==> src/rtl/ast_packet_arbiter.sv <==
// Two-input packet-level round-robin arbiter for Avalon-ST.
// A granted source keeps the output until its EOP word is accepted, so packets
// from the two sources are never interleaved. Words arriving without SOP while
// no source holds the grant are drained and counted as orphans. The output
// side is a single registered stage that stalls under downstream backpressure.
module ast_packet_arbiter #(
  parameter int DATA_W  = 64,
  parameter int EMPTY_W = 3
) (
  input  logic               clk_i,
  input  logic               srst_i,
  // sink 0
  input  logic [DATA_W-1:0]  ast0_data_i,
  input  logic               ast0_valid_i,
  input  logic               ast0_startofpacket_i,
  input  logic               ast0_endofpacket_i,
  input  logic [EMPTY_W-1:0] ast0_empty_i,
  output logic               ast0_ready_o,
  // sink 1
  input  logic [DATA_W-1:0]  ast1_data_i,
  input  logic               ast1_valid_i,
  input  logic               ast1_startofpacket_i,
  input  logic               ast1_endofpacket_i,
  input  logic [EMPTY_W-1:0] ast1_empty_i,
  output logic               ast1_ready_o,
  // source
  input  logic               ast_ready_i,
  output logic [DATA_W-1:0]  ast_data_o,
  output logic               ast_valid_o,
  output logic               ast_startofpacket_o,
  output logic               ast_endofpacket_o,
  output logic [EMPTY_W-1:0] ast_empty_o,
  output logic               ast_src_o,
  output logic [15:0]        err_cnt_o
);

  typedef enum logic [1:0] {
    IDLE = 2'd0,
    GNT0 = 2'd1,
    GNT1 = 2'd2
  } state_t;

  state_t state_reg, state_next;
  logic   last_grant_reg, last_grant_next;

  // Both sinks gathered into indexable form so the datapath can mux by port.
  logic [DATA_W-1:0]  port_data  [2];
  logic [EMPTY_W-1:0] port_empty [2];
  logic [1:0]         port_valid;
  logic [1:0]         port_sop;
  logic [1:0]         port_eop;

  assign port_data[0]  = ast0_data_i;
  assign port_data[1]  = ast1_data_i;
  assign port_empty[0] = ast0_empty_i;
  assign port_empty[1] = ast1_empty_i;
  assign port_valid    = {ast1_valid_i, ast0_valid_i};
  assign port_sop      = {ast1_startofpacket_i, ast0_startofpacket_i};
  assign port_eop      = {ast1_endofpacket_i, ast0_endofpacket_i};

  // A request is a valid SOP word; a valid non-SOP word seen while idle is an orphan.
  logic [1:0] req;
  logic [1:0] orphan;

  genvar gi;
  generate
    for (gi = 0; gi < 2; gi++) begin : g_port
      assign req[gi]    = port_valid[gi] && port_sop[gi];
      assign orphan[gi] = port_valid[gi] && !port_sop[gi];
    end
  endgenerate

  // Output register state.
  logic [DATA_W-1:0]  out_data_reg;
  logic               out_valid_reg;
  logic               out_sop_reg;
  logic               out_eop_reg;
  logic [EMPTY_W-1:0] out_empty_reg;
  logic               out_src_reg;
  logic [15:0]        err_cnt_reg;

  // The output stage may take a new word whenever it is empty or being drained.
  logic out_load;
  assign out_load = !out_valid_reg || ast_ready_i;

  logic [1:0] ready_vec;
  logic       accept;
  logic       sel;
  logic [1:0] drop_cnt;
  logic [16:0] err_sum;
  logic [15:0] err_cnt_next;

  // Arbitration, sink handshakes and orphan counting.
  always_comb begin
    state_next      = state_reg;
    last_grant_next = last_grant_reg;
    ready_vec       = 2'b00;
    accept          = 1'b0;
    sel             = 1'b0;
    drop_cnt        = 2'd0;
    case (state_reg)
      IDLE: begin
        // Orphans are swallowed immediately; SOP words wait for their grant.
        ready_vec = orphan;
        drop_cnt  = {1'b0, orphan[0]} + {1'b0, orphan[1]};
        if (req == 2'b11) begin
          // Tie goes to the port that did not win last time.
          last_grant_next = ~last_grant_reg;
          state_next      = last_grant_reg ? GNT0 : GNT1;
        end else if (req[0]) begin
          last_grant_next = 1'b0;
          state_next      = GNT0;
        end else if (req[1]) begin
          last_grant_next = 1'b1;
          state_next      = GNT1;
        end
      end
      GNT0: begin
        sel          = 1'b0;
        ready_vec[0] = out_load;
        accept       = port_valid[0] && out_load;
        if (accept && port_eop[0]) begin
          state_next = IDLE;
        end
      end
      GNT1: begin
        sel          = 1'b1;
        ready_vec[1] = out_load;
        accept       = port_valid[1] && out_load;
        if (accept && port_eop[1]) begin
          state_next = IDLE;
        end
      end
      default: begin
        state_next = IDLE;
      end
    endcase
  end

  assign ast0_ready_o = ready_vec[0];
  assign ast1_ready_o = ready_vec[1];

  // Saturating add of up to two dropped words per cycle.
  always_comb begin
    err_sum      = {1'b0, err_cnt_reg} + {15'd0, drop_cnt};
    err_cnt_next = err_sum[16] ? 16'hFFFF : err_sum[15:0];
  end

  // Arbiter state and round-robin memory.
  always_ff @(posedge clk_i or posedge srst_i) begin
    if (srst_i) begin
      state_reg      <= IDLE;
      last_grant_reg <= 1'b1;
    end else begin
      state_reg      <= state_next;
      last_grant_reg <= last_grant_next;
    end
  end

  // Orphan counter.
  always_ff @(posedge clk_i or posedge srst_i) begin
    if (srst_i) begin
      err_cnt_reg <= 16'd0;
    end else begin
      err_cnt_reg <= err_cnt_next;
    end
  end

  // Output pipeline stage: capture accepted words, retire drained ones, hold on stall.
  always_ff @(posedge clk_i or posedge srst_i) begin
    if (srst_i) begin
      out_data_reg  <= '0;
      out_valid_reg <= 1'b0;
      out_sop_reg   <= 1'b0;
      out_eop_reg   <= 1'b0;
      out_empty_reg <= '0;
      out_src_reg   <= 1'b0;
    end else if (out_load) begin
      if (accept) begin
        out_data_reg  <= port_data[sel];
        out_valid_reg <= 1'b1;
        out_sop_reg   <= port_sop[sel];
        out_eop_reg   <= port_eop[sel];
        out_empty_reg <= port_empty[sel];
        out_src_reg   <= sel;
      end else begin
        out_valid_reg <= 1'b0;
      end
    end
  end

  assign ast_data_o          = out_data_reg;
  assign ast_valid_o         = out_valid_reg;
  assign ast_startofpacket_o = out_sop_reg;
  assign ast_endofpacket_o   = out_eop_reg;
  assign ast_empty_o         = out_empty_reg;
  assign ast_src_o           = out_src_reg;
  assign err_cnt_o           = err_cnt_reg;

endmodule

==> config.mk <==
export PLATFORM = sky130hd
export DESIGN_NAME = ast_packet_arbiter
export DESIGN_NICKNAME = d
export VERILOG_FILES = /design/src/rtl/ast_packet_arbiter.sv
export SDC_FILE = /design/constraint.sdc
export NUM_CORES = 1
export LEC_CHECK = 0
export CAP_MARGIN = 20
export CORE_MARGIN = 10
export CORE_UTILIZATION = 30
export CTS_CLUSTER_DIAMETER = 50
export DETAILED_ROUTE_END_ITERATION = 7
export GPL_ROUTABILITY_DRIVEN = 0
export HOLD_SLACK_MARGIN = 0.15
export PLACE_DENSITY = 0.72
export SYNTH_ARGS = -nofsm -noshare
export SYNTH_HDL_FRONTEND = slang
export SYNTH_SLANG_ARGS = --single-unit
==> constraint.sdc <==
create_clock -name clk_i -period 2.8 [get_ports clk_i]
set_input_delay 0.56 -clock clk_i [delete_from_list [all_inputs] [get_ports clk_i]]
set_output_delay 0.56 -clock clk_i [all_outputs]
set_load 0.005 [all_outputs]
==> results.txt <==
----------------------------------------------------
[Clocking]
  TritonCTS Sinks ... 90
  Clk buf depth ... 2
  Number of H-tree levels ... 3
  Num CTS Buffers ... 9
  Post-CTS clock slew at the launch and capture registers of the worst setup and hold paths ... ~0.070 ns
  Clock tree from TritonCTS ... yes
  Number of buffers inserted by hold repair at cts ... 0
  Worst skew pair latency ... about 0.34 ns
  Clock root cell ... sky130_fd_sc_hd__clkbuf_16

[Place]
  Setup Slack @ Placement ... -0.4398 ns
  IO Port Bufs ... 231
  HPWL after detailed placement ... around 11 mm

[Worst setup path]
  Category of the most critical setup path ... in -> reg
  Type of destination of the critical path ... register
  Reg2reg path depth ... 11
  Critical Path Start Type ... primary input
  Required time worst endpoint ... roughly 3 ns
  Largest fanout on the critical path ... 6
  Arrival time of data at the critical path endpoint ... approximately 3.0 ns

[STA]
  Skew final ... between 0.007 and 0.008 ns
  Fmax achieved ... about 370 MHz
  Tmin final ... about 2.7 ns
  Unrepaired setup endpoints after global routing ... false
  Transition time of the tightest slew-check pin ... around 0.62 ns
  Part of the cycle the worst path needs ... 96.37%
  Setup violators final ... 0
  Final Hold Fails ... 0
  Worst setup slack after layout ... around 0.10 ns
  Slew Limit Headroom ... between 50% and 60%
  Final number of max-transition violations ... 0

[Cells and area]
  Number of diodes added for antenna fixing ... 0
  Layout cells sized above 1 ... around 8.2%
  Finished Core Util ... between 50% and 60%
  Area Growth Syn to Fin ... 67.77%
  Max FFs per register ... 64
  Number of nets in the final layout ... 807

[Hold path]
  Worst hold path class ... reg -> reg
  WHS Path Cells ... 2

[GRT]
  Busiest layer in global routing ... met2
  GRT met2 Usage ... 22.93%
  Overflow after GRT ... 0
  Initial antenna violation count ... 0
  Met3 track demand over resource ... around 6.7%
  Global-route wire length before repair ... ~22 mm
  Pin count of the biggest net entering global routing ... a little over 90
  Global-route total usage across every layer ... around 14%
  Vias in the first global route ... ~4,200
  Met1 routing resource usage after global routing ... between 10% and 20%

[Synth]
  Post-Syn Instances ... 419
  Net count after synthesis ... 569
  Simple logic cell fraction of the synthesized area ... 12.87%
  Library cell occupying the most area in the post-synthesis netlist ... sky130_fd_sc_hd__dfrtp_1
  Primary flip-flop cell chosen by synthesis mapping ... sky130_fd_sc_hd__dfrtp_1
  Post-synthesis share of cell area spent on xor and xnor gates ... a little over 1%
  Fraction of synthesis flops using an asynchronous set or reset pin ... 100.0%
  Largest family of logic cells by synthesized area ... multiplexers
  Top-count cell post-synth ... sky130_fd_sc_hd__dfrtp_1
  Flip-flop and latch count after synthesis ... 90
  Synth top cells by count ... sky130_fd_sc_hd__dfrtp_1 (89), sky130_fd_sc_hd__nand2_1 (88), sky130_fd_sc_hd__o21ai_0 (75), sky130_fd_sc_hd__mux2i_1 (69), sky130_fd_sc_hd__buf_2 (15)
  Number of enable-type register cells in the synthesized netlist ... 0
  Adder-cell share of the synthesized area ... 2.189%
  Area share of the leading cell type in the synthesized netlist ... between 50% and 60%
  Post-synth design cell area ... about 4300 sq um
  Synth top area cells ... sky130_fd_sc_hd__dfrtp_1 (51%), sky130_fd_sc_hd__mux2i_1 (16%), sky130_fd_sc_hd__o21ai_0 (8.6%)
  Number of library cell types mapped by synthesis ... 40
  Synthesized-area fraction occupied by ao, oa, aoi and oai cells ... between 10% and 20%
  Sequential-to-total area share from yosys stat ... 51.87%
  Yosys warning total ... 0
  Mean instance size in the synthesized netlist ... a little over 10 sq um
  Mux cell area share after synthesis ... 17.19%

[Route]
  Router iterations before antenna repair ... 4
  Via/cell ratio ... approximately 4.7
  Count of nets left with antenna violations after detail routing ... 0
  DRC errors left ... 0
  Final Routed Wirelength ... roughly 14 mm
  Total vias in the final route ... between 3,000 and 4,000
  First DRT Iteration DRCs ... 94
  Routed length per placed instance ... 16.82 um

[Power and ir drop]
  Static Leak ... 3.090 nW
  Overall power after layout ... between 6 and 7 mW
  Power density cells ... between 800 and 900 nW/um^2
  Max IR drop VDD ... roughly 0.40 mV

[Die]
  Die area ... 19,690 sq um
  Site row count ... between 40 and 50
  Boundary Pins ... 232
  Initial core utilization ... a little under a third
  Area inside the core boundary ... 14,040 sq um
  Die height ... roughly 140 um
  Die X-Extent ... between 100 and 150 um

[Status]
  Run status ... finished clean

[Flow run]
  Max-capacitance violation count ... 0

----------------------------------------------------
==> metrics by stage <==
step | hold slack, ns | instances | TNS (ns) | area, sq um
after CTS | 0.4830 | 842 | 0 | 7288
after global placement | 0.4600 | 824 | -3.265 | 6944
after detailed placement | 0.4695 | 824 | -4.630 | 6944
final | 0.4756 | 842 | 0 | 7288
after floorplan | 0.4733 | 419 | 0 | 4350
after global routing | 0.5084 | 842 | 0 | 7288
==> routing by layer <==
layer	share of wire (%)	up-vias
met3	12	17
met1	39	1827
li1	-	1931
met2	48	167
met4	1.6	0
met5	0	-
==> cell type report <==
cell class / count / area (sq um)
Fill cell: 1246 / 6754
Clock inverter: 7 / 91.34
Sequential cell: 90 / 2253
Clock buffer: 9 / 225.2
Inverter: 7 / 30.03
Timing Repair Buffer: 251 / 2470
Multi-Input combinational cell: 298 / 1993
Tap cell: 180 / 225.2
==> worst paths after layout <==
check,start,end,slack (ns)
max,ast0_valid_i,err_cnt_o[3],0.10
min,ast_data_o[27],ast_data_o[27],0.48
max reg2reg,state_reg[0],err_cnt_o[3],0.25
min reg2reg,ast_data_o[27],ast_data_o[27],0.48
max in group asynchronous,srst_i,ast_data_o[28],1.71
min in group asynchronous,srst_i,ast_data_o[56],0.71
==> what timing repair did <==
item                       CTS  global route
setup endpoints to repair    1             0
resized for setup            9             0
setup buffers                2             0
==> layout by cell type, fill, tap and decap left out, drive strengths merged <==
cell type,Yosys,routed
nor4,1,1
clkbuf,7,9
a22oi,1,1
and2,2,2
mux2i,69,69
dfstp,1,1
a32o,1,1
and3,2,2
fa,1,1
or3,2,2
nand2,89,89
o21a,1,1
o2bb2ai,1,1
nor2b,5,5
a21oi,3,3
xnor2,2,2
o2111ai,1,1
a41oi,1,1
bufinv,0,2
mux2,5,5
a22o,4,4
ha,6,6
xor2,3,3
a31oi,3,3
and4,2,2
buf,17,20
and4b,1,1
clkinvlp,0,2
nand2b,3,3
nor2,3,3
dlygate4sd2,0,4
nor3b,1,1
clkdlybuf4s50,0,227
clkinv,0,3
o21ai,75,75
nand3,5,5
inv,7,7
dfrtp,89,89
nand4,5,5
==> cell families (layout without fill, tap and decap cells) <==
group | count (synthesis) | count (layout)
AO/OA/AOI/OAI | 91 | 91
XOR/XNOR | 5 | 5
adder cells (fa/ha/maj) | 7 | 7
buffers and inverters | 31 | 274
flip-flops | 90 | 90
multiplexers | 74 | 74
AND/OR/NAND/NOR | 121 | 121
==> where the power goes <==
part           switching, mW  internal, mW
Clock                  0.497         0.780
Sequential             0.312          1.83
Combinational           1.25          1.66
Total                   2.06          4.28
==> worst max-delay path: stages <==
cell and delay [ns]:
sky130_fd_sc_hd__dlygate4sd2_1 0.26, sky130_fd_sc_hd__nor2b_4 0.14, sky130_fd_sc_hd__ha_1 0.26, sky130_fd_sc_hd__and2_1 0.12, sky130_fd_sc_hd__ha_2 0.17, sky130_fd_sc_hd__inv_1 0.06, sky130_fd_sc_hd__fa_2 0.38, sky130_fd_sc_hd__and4b_4 0.36
sky130_fd_sc_hd__nand2_4 0.06, sky130_fd_sc_hd__or3_4 0.41, sky130_fd_sc_hd__buf_4 0.15, sky130_fd_sc_hd__nand2_1 0.04
(Power assumes the default switching activity.)
